--- src/rtl/uart_tx_arbiter.sv ---
// uart_tx_arbiter: round-robin arbiter that feeds single bytes from N_REQ
// requesters into one UART transmitter. It handles the start/busy handshake
// with a start timeout and inserts a fixed idle gap between frames.
module uart_tx_arbiter #(
    parameter int N_REQ      = 4,
    parameter int TMO_CYCLES = 64,
    parameter int GAP_CYCLES = 2
) (
    input  logic               CLK,
    input  logic               RESETN,
    input  logic               ENABLE,
    input  logic [N_REQ-1:0]   REQ,
    input  logic [8*N_REQ-1:0] REQ_DATA,
    output logic [N_REQ-1:0]   REQ_ACK,
    output logic               TX_START,
    output logic [7:0]         TX_DATA,
    input  logic               TX_BUSY,
    output logic [2:0]         GRANT_ID,
    output logic               ACTIVE,
    output logic               ERR_TMO
);

    // Pointer and counter sizing. The counter must reach the larger of the
    // timeout and gap lengths.
    localparam int PTR_W   = (N_REQ > 1) ? $clog2(N_REQ) : 1;
    localparam int PW1     = PTR_W + 1;
    localparam int CNT_MAX = (TMO_CYCLES > GAP_CYCLES) ? TMO_CYCLES : GAP_CYCLES;
    localparam int CNT_W   = (CNT_MAX >= 1) ? $clog2(CNT_MAX + 1) : 1;

    localparam logic [CNT_W-1:0] TMO_LAST = CNT_W'((TMO_CYCLES > 0) ? TMO_CYCLES - 1 : 0);
    localparam logic [CNT_W-1:0] GAP_LAST = CNT_W'((GAP_CYCLES > 0) ? GAP_CYCLES - 1 : 0);

    typedef enum logic [1:0] {
        IDLE  = 2'd0,
        START = 2'd1,
        SEND  = 2'd2,
        GAP   = 2'd3
    } state_t;

    // When no gap is configured, a finished or failed frame goes straight
    // back to IDLE.
    localparam state_t AFTER_FRAME = (GAP_CYCLES == 0) ? IDLE : GAP;

    state_t             state_q, state_d;
    logic [PTR_W-1:0]   ptr_q, ptr_d;
    logic [2:0]         grant_id_q, grant_id_d;
    logic [7:0]         tx_data_q, tx_data_d;
    logic               tx_start_q, tx_start_d;
    logic [N_REQ-1:0]   req_ack_q, req_ack_d;
    logic               err_tmo_q, err_tmo_d;
    logic [CNT_W-1:0]   cnt_q, cnt_d;
    logic               busy_meta_q, busy_meta_d;
    logic               busy_s_q, busy_s_d;

    logic               found;
    logic [PTR_W-1:0]   winner;
    logic [PW1-1:0]     cand;
    logic [7:0]         win_data;
    logic [N_REQ-1:0]   win_onehot;
    logic [PTR_W-1:0]   ptr_next;

    // Two-stage synchronizer input for the transmitter busy flag.
    always_comb begin
        busy_meta_d = TX_BUSY;
        busy_s_d    = busy_meta_q;
    end

    // Round-robin scan: first set request at or above the pointer, wrapping.
    always_comb begin
        found  = 1'b0;
        winner = '0;
        cand   = '0;
        for (int i = 0; i < N_REQ; i++) begin
            cand = PW1'(ptr_q) + PW1'(i);
            if (cand >= PW1'(N_REQ)) begin
                cand = cand - PW1'(N_REQ);
            end
            if (!found && REQ[cand[PTR_W-1:0]]) begin
                found  = 1'b1;
                winner = cand[PTR_W-1:0];
            end
        end
    end

    // Winner's byte, its one-hot acknowledge and the pointer that follows it.
    always_comb begin
        win_data   = '0;
        win_onehot = '0;
        for (int i = 0; i < N_REQ; i++) begin
            if (winner == PTR_W'(i)) begin
                win_data      = REQ_DATA[8*i +: 8];
                win_onehot[i] = 1'b1;
            end
        end
        ptr_next = (winner == PTR_W'(N_REQ - 1)) ? '0 : winner + PTR_W'(1);
    end

    // Frame FSM: grant in IDLE, wait for busy in START (with timeout),
    // wait for busy to drop in SEND, then hold off for the gap.
    always_comb begin
        state_d    = state_q;
        ptr_d      = ptr_q;
        grant_id_d = grant_id_q;
        tx_data_d  = tx_data_q;
        tx_start_d = tx_start_q;
        req_ack_d  = '0;
        err_tmo_d  = 1'b0;
        cnt_d      = cnt_q;

        case (state_q)
            IDLE: begin
                if (ENABLE && found) begin
                    state_d    = START;
                    tx_data_d  = win_data;
                    grant_id_d = 3'(winner);
                    req_ack_d  = win_onehot;
                    tx_start_d = 1'b1;
                    ptr_d      = ptr_next;
                    cnt_d      = '0;
                end
            end
            START: begin
                if (busy_s_q) begin
                    tx_start_d = 1'b0;
                    state_d    = SEND;
                    cnt_d      = '0;
                end else if (cnt_q == TMO_LAST) begin
                    tx_start_d = 1'b0;
                    err_tmo_d  = 1'b1;
                    state_d    = AFTER_FRAME;
                    cnt_d      = '0;
                end else begin
                    cnt_d = cnt_q + CNT_W'(1);
                end
            end
            SEND: begin
                if (!busy_s_q) begin
                    state_d = AFTER_FRAME;
                    cnt_d   = '0;
                end
            end
            GAP: begin
                if (cnt_q == GAP_LAST) begin
                    state_d = IDLE;
                    cnt_d   = '0;
                end else begin
                    cnt_d = cnt_q + CNT_W'(1);
                end
            end
            default: begin
                state_d = IDLE;
                cnt_d   = '0;
            end
        endcase
    end

    // State and output registers with synchronous active-low reset.
    always_ff @(posedge CLK) begin
        if (!RESETN) begin
            state_q     <= IDLE;
            ptr_q       <= '0;
            grant_id_q  <= '0;
            tx_data_q   <= '0;
            tx_start_q  <= 1'b0;
            req_ack_q   <= '0;
            err_tmo_q   <= 1'b0;
            cnt_q       <= '0;
            busy_meta_q <= 1'b0;
            busy_s_q    <= 1'b0;
        end else begin
            state_q     <= state_d;
            ptr_q       <= ptr_d;
            grant_id_q  <= grant_id_d;
            tx_data_q   <= tx_data_d;
            tx_start_q  <= tx_start_d;
            req_ack_q   <= req_ack_d;
            err_tmo_q   <= err_tmo_d;
            cnt_q       <= cnt_d;
            busy_meta_q <= busy_meta_d;
            busy_s_q    <= busy_s_d;
        end
    end

    assign REQ_ACK  = req_ack_q;
    assign TX_START = tx_start_q;
    assign TX_DATA  = tx_data_q;
    assign GRANT_ID = grant_id_q;
    assign ERR_TMO  = err_tmo_q;
    assign ACTIVE   = (state_q != IDLE);

endmodule

--- config.mk ---
export PLATFORM = sky130hd
export DESIGN_NAME = uart_tx_arbiter
export DESIGN_NICKNAME = d
export VERILOG_FILES = /design/src/rtl/uart_tx_arbiter.sv
export SDC_FILE = /design/constraint.sdc
export NUM_CORES = 1
export LEC_CHECK = 0
export CORE_MARGIN = 2
export CORE_UTILIZATION = 42
export CTS_CLUSTER_DIAMETER = 120
export CTS_CLUSTER_SIZE = 24
export DETAILED_ROUTE_END_ITERATION = 10
export GPL_TIMING_DRIVEN = 1
export PLACE_DENSITY = 0.74
export SETUP_SLACK_MARGIN = 0.4
export SLEW_MARGIN = 10
export SYNTH_ARGS = -nofsm -noshare
export SYNTH_HDL_FRONTEND = slang
export SYNTH_SLANG_ARGS = --single-unit
--- constraint.sdc ---
create_clock -name CLK -period 5.2 [get_ports CLK]
set_input_delay 1.04 -clock CLK [delete_from_list [all_inputs] [get_ports CLK]]
set_output_delay 1.04 -clock CLK [all_outputs]
set_load 0.05 [all_outputs]
==> After elaboration in Yosys (flattened, before gate mapping) <==
Index checks and enable logic that the tools add are counted.
{ "classes": {"addsub": 9, "n_lt_le_gt_ge": 8, "eq_ne": 12, "mux": 46, "n_bitwise": 2, "n_reduce_logical": 17} }
{ "op_table": {"columns": ["op", "n"], "rows": [
  ["$mux 7", 5],
  ["$mux 8", 4],
  ["$mux 2", 14],
  ["$pmux 7 s4", 1],
  ["$mux 1", 16],
  ["$lt 2x3->1 const B", 4],
  ["$ge 3x3->1 const B", 3],
  ["$bmux 1 s2", 4],
  ["$eq 2x2->1 const B", 4],
  ["$pmux 2 s4", 1],
  ["$sub 2x1->2 const B", 4],
  ["$add 7x1->7 const B", 1],
  ["$eq 7x1->1 const B", 1],
  ["$eq 7x6->1 const B", 1],
  ["$add 2x2->3 const B", 2],
  ["$ne 2x2->1 const B", 3],
  ["$reduce_and 3->1", 2],
  ["$eq 2x1->1 const B", 2],
  ["$logic_and 1x1->1", 4],
  ["$logic_not 2->1", 2],
  ["$reduce_and 2->1", 2],
  ["$reduce_and 4->1", 1],
  ["$reduce_bool 2->1", 2],
  ["$add 2x1->3 const B", 1],
  ["7 further kinds", 10]
]} }
{ "totals": {"register_bits": 29, "input_bits": 40, "output_inout_bits": 18, "elab_cells": 104} }

==> Longest topological paths before layout <==
{ "depth": {"ltp_word": 19, "mapped_depth": 10, "mapped_depth_nobuf": 9} }

==> Worst setup path after synthesis <==
OpenSTA, ideal clock, no wires.
{ "synth_path": {"path_kind": "input-to-reg", "from": "in REQ[2]", "to": "reg tx_data_q[7] (netlist: TX_DATA[7])", "setup_ns": 0.070, "t_arrival_ns": 2.542, "required_ns": 5.130, "slack_ns": 2.588, "path_stages": 10, "n_path_buf": 1, "cell_sequence": "inv_1 -> o221ai_1 -> a21o_1 -> inv_1 -> ha_1 -> buf_2 -> nor2b_1 -> a221oi_1 -> o31a_1 -> a21oi_1"} }
{ "synth_via": {"elab_chain_len": 17, "word_cells_on_any_way": 32, "classes_between": "eq/ne (3); mux (20); reduce/logical (9)"} }
{ "synth_rtl": {"columns": ["element", "line", "source"], "rows": [
  ["start: declaration", "12", "input logic [N_REQ-1:0] REQ,"],
  ["$bmux 1 s2", "78", "if (!found && REQ[cand[PTR_W-1:0]]) begin"],
  ["$mux 1 (implied by the code)", "78", null],
  ["$mux 1", "78", null],
  ["$logic_not 1->1", "78", null],
  ["$logic_and 1x1->1", "78", null],
  ["$mux 1", "78", null],
  ["$logic_not 1->1", "78", null],
  ["$logic_and 1x1->1", "78", null],
  ["$mux 1", "78", null],
  ["$logic_not 1->1", "78", null],
  ["$logic_and 1x1->1", "78", null],
  ["$mux 2 (*)", "78", null],
  ["named net winner[0]", "56", "logic [PTR_W-1:0] winner;"],
  ["$logic_not 2->1", "90", "if (winner == PTR_W'(i)) begin"],
  ["$mux 8 (3 in series)", "90", null],
  ["$mux 8 (*)", "90", null],
  ["end signal: assignment", "174", "tx_data_q <= tx_data_d;"],
  ["end: declaration", "47", "logic [7:0] tx_data_q, tx_data_d;"]
]} }
Mark *: on every way through the listed nets, which the timed path passes. The rest lies on a longest branch. The select of a mux whose other input is x is not followed.
A chain may end at the register's enable or synchronous reset.

==> Final worst setup path <==
{ "layout_path": {"from": "in REQ[1]", "to": "reg tx_data_q[7] (netlist: TX_DATA[7])"} }
{ "layout_via": {"elab_chain_len": 17, "word_cells_on_any_way": 32, "classes_between": "eq/ne (3); mux (20); reduce/logical (9)"} }
{ "layout_rtl": {"columns": ["element", "line"], "rows": [
  ["$bmux 1 s2", "78"],
  ["$mux 1 (implied by the code)", "78"],
  ["$mux 1", "78"],
  ["$logic_not 1->1", "78"],
  ["$logic_and 1x1->1", "78"],
  ["$mux 1", "78"],
  ["$logic_not 1->1", "78"],
  ["$logic_and 1x1->1", "78"],
  ["$mux 1", "78"],
  ["$logic_not 1->1", "78"],
  ["$logic_and 1x1->1", "78"],
  ["$mux 2", "78"],
  ["$logic_not 2->1", "90"],
  ["$mux 8 (4 in series)", "90"]
]} }
Several ways; a longest one is shown, not always the timed one. The select of a mux whose other input is x is not followed.

==> run_summary.xml <==
<?xml version="1.0" encoding="UTF-8"?>
<metrics>
  <group name="worst_setup_path">
    <metric name="crit_path_frequent_cell" unit="">sky130_fd_sc_hd__a21oi_1</metric>
    <metric name="crit_path_top_delay_cell" unit="">sky130_fd_sc_hd__clkdlybuf4s50_1</metric>
    <metric name="critical_path.max_stage_delay" unit="ns">0.56</metric>
    <metric name="worst_setup_path_end_kind" unit="">flip-flop</metric>
    <metric name="cp.required" unit="ns">5.35</metric>
    <metric name="cells_along_the_critical_path" unit="">clkdlybuf4s50_1 -&gt; a21o_1 -&gt; a21oi_1 -&gt; o21ai_0 -&gt; ha_1 -&gt; nor2b_1 -&gt; a221oi_1 -&gt; o31a_1 -&gt; a21oi_1</metric>
    <metric name="worstPathArrival" unit="ns">3.32</metric>
    <metric name="startpoint_types" unit="">input port</metric>
    <metric name="crit_type" unit="">input port to flip-flop</metric>
    <metric name="crit_fanout" unit="">16</metric>
    <metric name="r2r_slack" unit="ns">2.97</metric>
  </group>
  <group name="detailed_routing">
    <metric name="vias" unit="">1688</metric>
    <metric name="drcViolationCount" unit="">0</metric>
    <metric name="detail_route.wirelength" unit="µm">4220</metric>
    <metric name="routedWlPerCell" unit="µm">13.5</metric>
    <metric name="drt-pass1-iter-count" unit="">4</metric>
    <metric name="residual_antenna_violating_net_count_after_detailed_routing" unit="">0</metric>
    <metric name="via_per_inst" unit="">5.39</metric>
    <metric name="dr.first_iter.drc_count" unit="">73</metric>
  </group>
  <group name="final_layout">
    <metric name="antennaDiodeCount" unit="">0</metric>
    <metric name="finish.utilization" unit="%">60.8</metric>
    <metric name="final_layout_size_suffix_gt1_share" unit="%">6.08</metric>
    <metric name="final_cells" unit="">313</metric>
    <metric name="net_total_in_the_final_layout" unit="">312</metric>
    <metric name="final_area" unit="µm²">2430</metric>
    <metric name="layout_commonest_cell" unit="">sky130_fd_sc_hd__clkdlybuf4s50_1</metric>
    <metric name="layout.cells.most_common_list" unit="">56 x sky130_fd_sc_hd__clkdlybuf4s50_1, 29 x sky130_fd_sc_hd__dfxtp_1, 22 x sky130_fd_sc_hd__nand2_1</metric>
    <metric name="syn2layout_area_growth" unit="%">40.0</metric>
  </group>
  <group name="timing">
    <metric name="setup_viol_count_final" unit="">0</metric>
    <metric name="tightestPinTransition" unit="ns">1.06</metric>
    <metric name="max_freq" unit="GHz">0.316</metric>
    <metric name="period_utilization" unit="%">60.9</metric>
    <metric name="minimum_clock_period" unit="ns">3.17</metric>
    <metric name="slew_headroom" unit="%">29.4</metric>
    <metric name="timing.final.hold_violations" unit="">0</metric>
    <metric name="clock-skew-final" unit="ns">0.00892</metric>
    <metric name="slew_viol_final" unit="">0</metric>
    <metric name="setup-tns-final" unit="ns">0</metric>
    <metric name="grt_setup_unrepaired" unit="">no</metric>
  </group>
  <group name="synthesis">
    <metric name="ys_async_sr_fraction" unit="%">0</metric>
    <metric name="mappedNetlistNets" unit="">259</metric>
    <metric name="ys.warnings.count" unit="">0</metric>
    <metric name="proportion_of_synthesized_chip_area_in_sequential_cells" unit="%">33.4</metric>
    <metric name="syn-cell-area" unit="µm²">1740</metric>
    <metric name="synthesis.area_per_instance" unit="µm²">8.32</metric>
    <metric name="ys_ff_latch" unit="">29</metric>
    <metric name="number_of_instances_in_the_synthesized_netlist" unit="">209</metric>
    <metric name="synth_cell_types" unit="">39</metric>
    <metric name="ys.flop_type" unit="">sky130_fd_sc_hd__dfxtp_1</metric>
    <metric name="synth_enable_flop_cells" unit="">0</metric>
  </group>
  <group name="clock_network">
    <metric name="insertion_delay" unit="ns">0.27</metric>
    <metric name="tritoncts" unit="">done</metric>
    <metric name="number_of_gates_resized_after_cts" unit="">0</metric>
    <metric name="ctsLongestPathBuffers" unit="">2</metric>
    <metric name="cts.reportedPaths.clkPinSlew" unit="ns">0.07</metric>
    <metric name="htreeDepth" unit="">2</metric>
    <metric name="post_cts_setup_inserts" unit="">0</metric>
    <metric name="cts.hold.buffers_added" unit="">0</metric>
    <metric name="clock_root_buffer" unit="">sky130_fd_sc_hd__clkbuf_8</metric>
    <metric name="number_of_buffers_created_by_cts" unit="">5</metric>
    <metric name="cts_sinks" unit="">29</metric>
  </group>
  <group name="placement">
    <metric name="dpl.cell_count" unit="">305</metric>
    <metric name="postPlaceCellArea" unit="µm²">2320</metric>
    <metric name="io_buffer_count" unit="">56</metric>
    <metric name="place_congestion" unit="">0.809</metric>
    <metric name="half_perimeter_wire_length_of_the_detailed_placement_result" unit="µm">3100</metric>
  </group>
  <group name="floorplan">
    <metric name="dieHeight" unit="µm">68.3</metric>
    <metric name="initial_utilization" unit="%">43.4</metric>
    <metric name="top_level_ports" unit="">58</metric>
    <metric name="std_cell_rows" unit="">23</metric>
    <metric name="die_extent_in_x" unit="µm">68.3</metric>
    <metric name="die-area" unit="µm²">4670</metric>
    <metric name="floorplan.core_area" unit="µm²">4000</metric>
  </group>
  <group name="pwr">
    <metric name="power_per_cell_area" unit="nW/µm²">423</metric>
    <metric name="total_leakage_power" unit="nW">0.936</metric>
    <metric name="power.ir.vdd_worst" unit="V">0.000296</metric>
  </group>
  <group name="flow_run">
    <metric name="maxcap_viol_count" unit="">0</metric>
  </group>
  <group name="global_routing">
    <metric name="grt-ovfl-total" unit="">0</metric>
    <metric name="grt_max_degree" unit="">34</metric>
    <metric name="first_global_vias" unit="">1617</metric>
    <metric name="grt_first_pass_wirelength" unit="µm">7280</metric>
    <metric name="grt_antenna_before_repair" unit="">0</metric>
    <metric name="grt_usage" unit="%">20.6</metric>
  </group>
  <group name="run_status">
    <metric name="run_status" unit="">completed</metric>
  </group>
  <group name="min_path">
    <metric name="timing.hold.worst.class" unit="">flip-flop to flip-flop</metric>
  </group>
</metrics>
logic make-up (layout without fill, tap and decap cells):
logic type                 count (synthesis)  in the layout  share of synthesized area [%]
and+or+nand+nor                           68             68                           21.0
DFF                                       29             29                           33.4
buffers and inverters                     25             79                           6.05
adders and majority gates                 10             10                           7.20
muxes                                      3              3                           1.80
AOI/OAI and AO/OA                         73             73                           30.4
other                                      1              1                          0.216
registers in the layout, summed over array words and instances, names as in the netlist:
name / flops
TX_DATA: 8
GRANT_ID: 2
cnt_q: 7
state_q: 2
busy_s_q: 1
ptr_q: 2
ERR_TMO: 1
REQ_ACK: 4
busy_meta_q: 1
TX_START: 1
per-layer routing:
metal  GRT usage (%)  up-vias  part of all wire [%]
li1                -      854                     -
met2            34.7       37                    49
met4            9.50        0                   1.6
met1            25.4      791                    46
met3            3.78        6                   2.7
met5               0        -                     0
area by class of cell:
cell class	instances	area [µm²]
Timing Repair Buffer	57	568
Tap cell	50	62.6
Multi-Input combinational cell	155	1050
Sequential cell	29	581
Clock inverter	1	30.0
Inverter	14	52.6
Clock buffer	7	86.3
Fill cell	372	1570
worst paths after layout:
| check | startpoint | to | cells past startpoint |
|---|---|---|---|
| setup / recovery | REQ[1] | TX_DATA[7] | 9 |
| hold / removal | busy_meta_q | busy_s_q | 1 |
| setup reg to reg | ptr_q[1] | TX_DATA[7] | 8 |
| hold reg to reg | busy_meta_q | busy_s_q | 1 |
report_power, final:
group | switching, mW | internal (mW)
Sequential | 0.0300 | 0.264
Combinational | 0.301 | 0.196
Clock | 0.0823 | 0.156
critical path: cells and delay by family:
family | cells | cell delay, ns
compound gates | 6 | 1.02
fa+ha+maj | 1 | 0.56
simple gates | 1 | 0.13
buf+inv | 1 | 0.56
Yosys cell counts, types with 2 or more instances:
master,count,share of area (%)
sky130_fd_sc_hd__o21ai_0,16,4.6
sky130_fd_sc_hd__o221ai_1,2,1.0
sky130_fd_sc_hd__dfxtp_1,29,33
sky130_fd_sc_hd__o31a_1,8,4.0
sky130_fd_sc_hd__a21oi_1,12,3.5
sky130_fd_sc_hd__and2_1,2,0.72
sky130_fd_sc_hd__nand2_1,22,4.8
sky130_fd_sc_hd__clkbuf_1,6,1.3
sky130_fd_sc_hd__buf_4,2,0.86
sky130_fd_sc_hd__and3_1,6,2.2
sky130_fd_sc_hd__a21boi_1,5,2.2
sky130_fd_sc_hd__a21o_1,2,0.86
sky130_fd_sc_hd__nand3_1,9,2.6
sky130_fd_sc_hd__a221oi_1,8,4.0
sky130_fd_sc_hd__inv_1,14,3.0
sky130_fd_sc_hd__o211ai_1,9,3.9
sky130_fd_sc_hd__buf_2,3,0.86
sky130_fd_sc_hd__ha_1,10,7.2
sky130_fd_sc_hd__mux2i_1,2,1.2
sky130_fd_sc_hd__nor2_1,4,0.86
sky130_fd_sc_hd__nor2b_1,18,6.5
sky130_fd_sc_hd__a21boi_0,3,1.3
metrics by stage:
step           hold slack [ns]  worst slack [ns]  power (mW)
5_1_grt                  0.464              1.72        1.09
2_1_floorplan            0.412              2.59       0.643
4_1_cts                  0.437              2.03        1.04
3_5_place_dp             0.422              1.74       0.793
6_report                 0.435              2.03        1.03
3_3_place_gp             0.419              1.82       0.789
No activity file was read; power rests on OpenSTA's default activity.
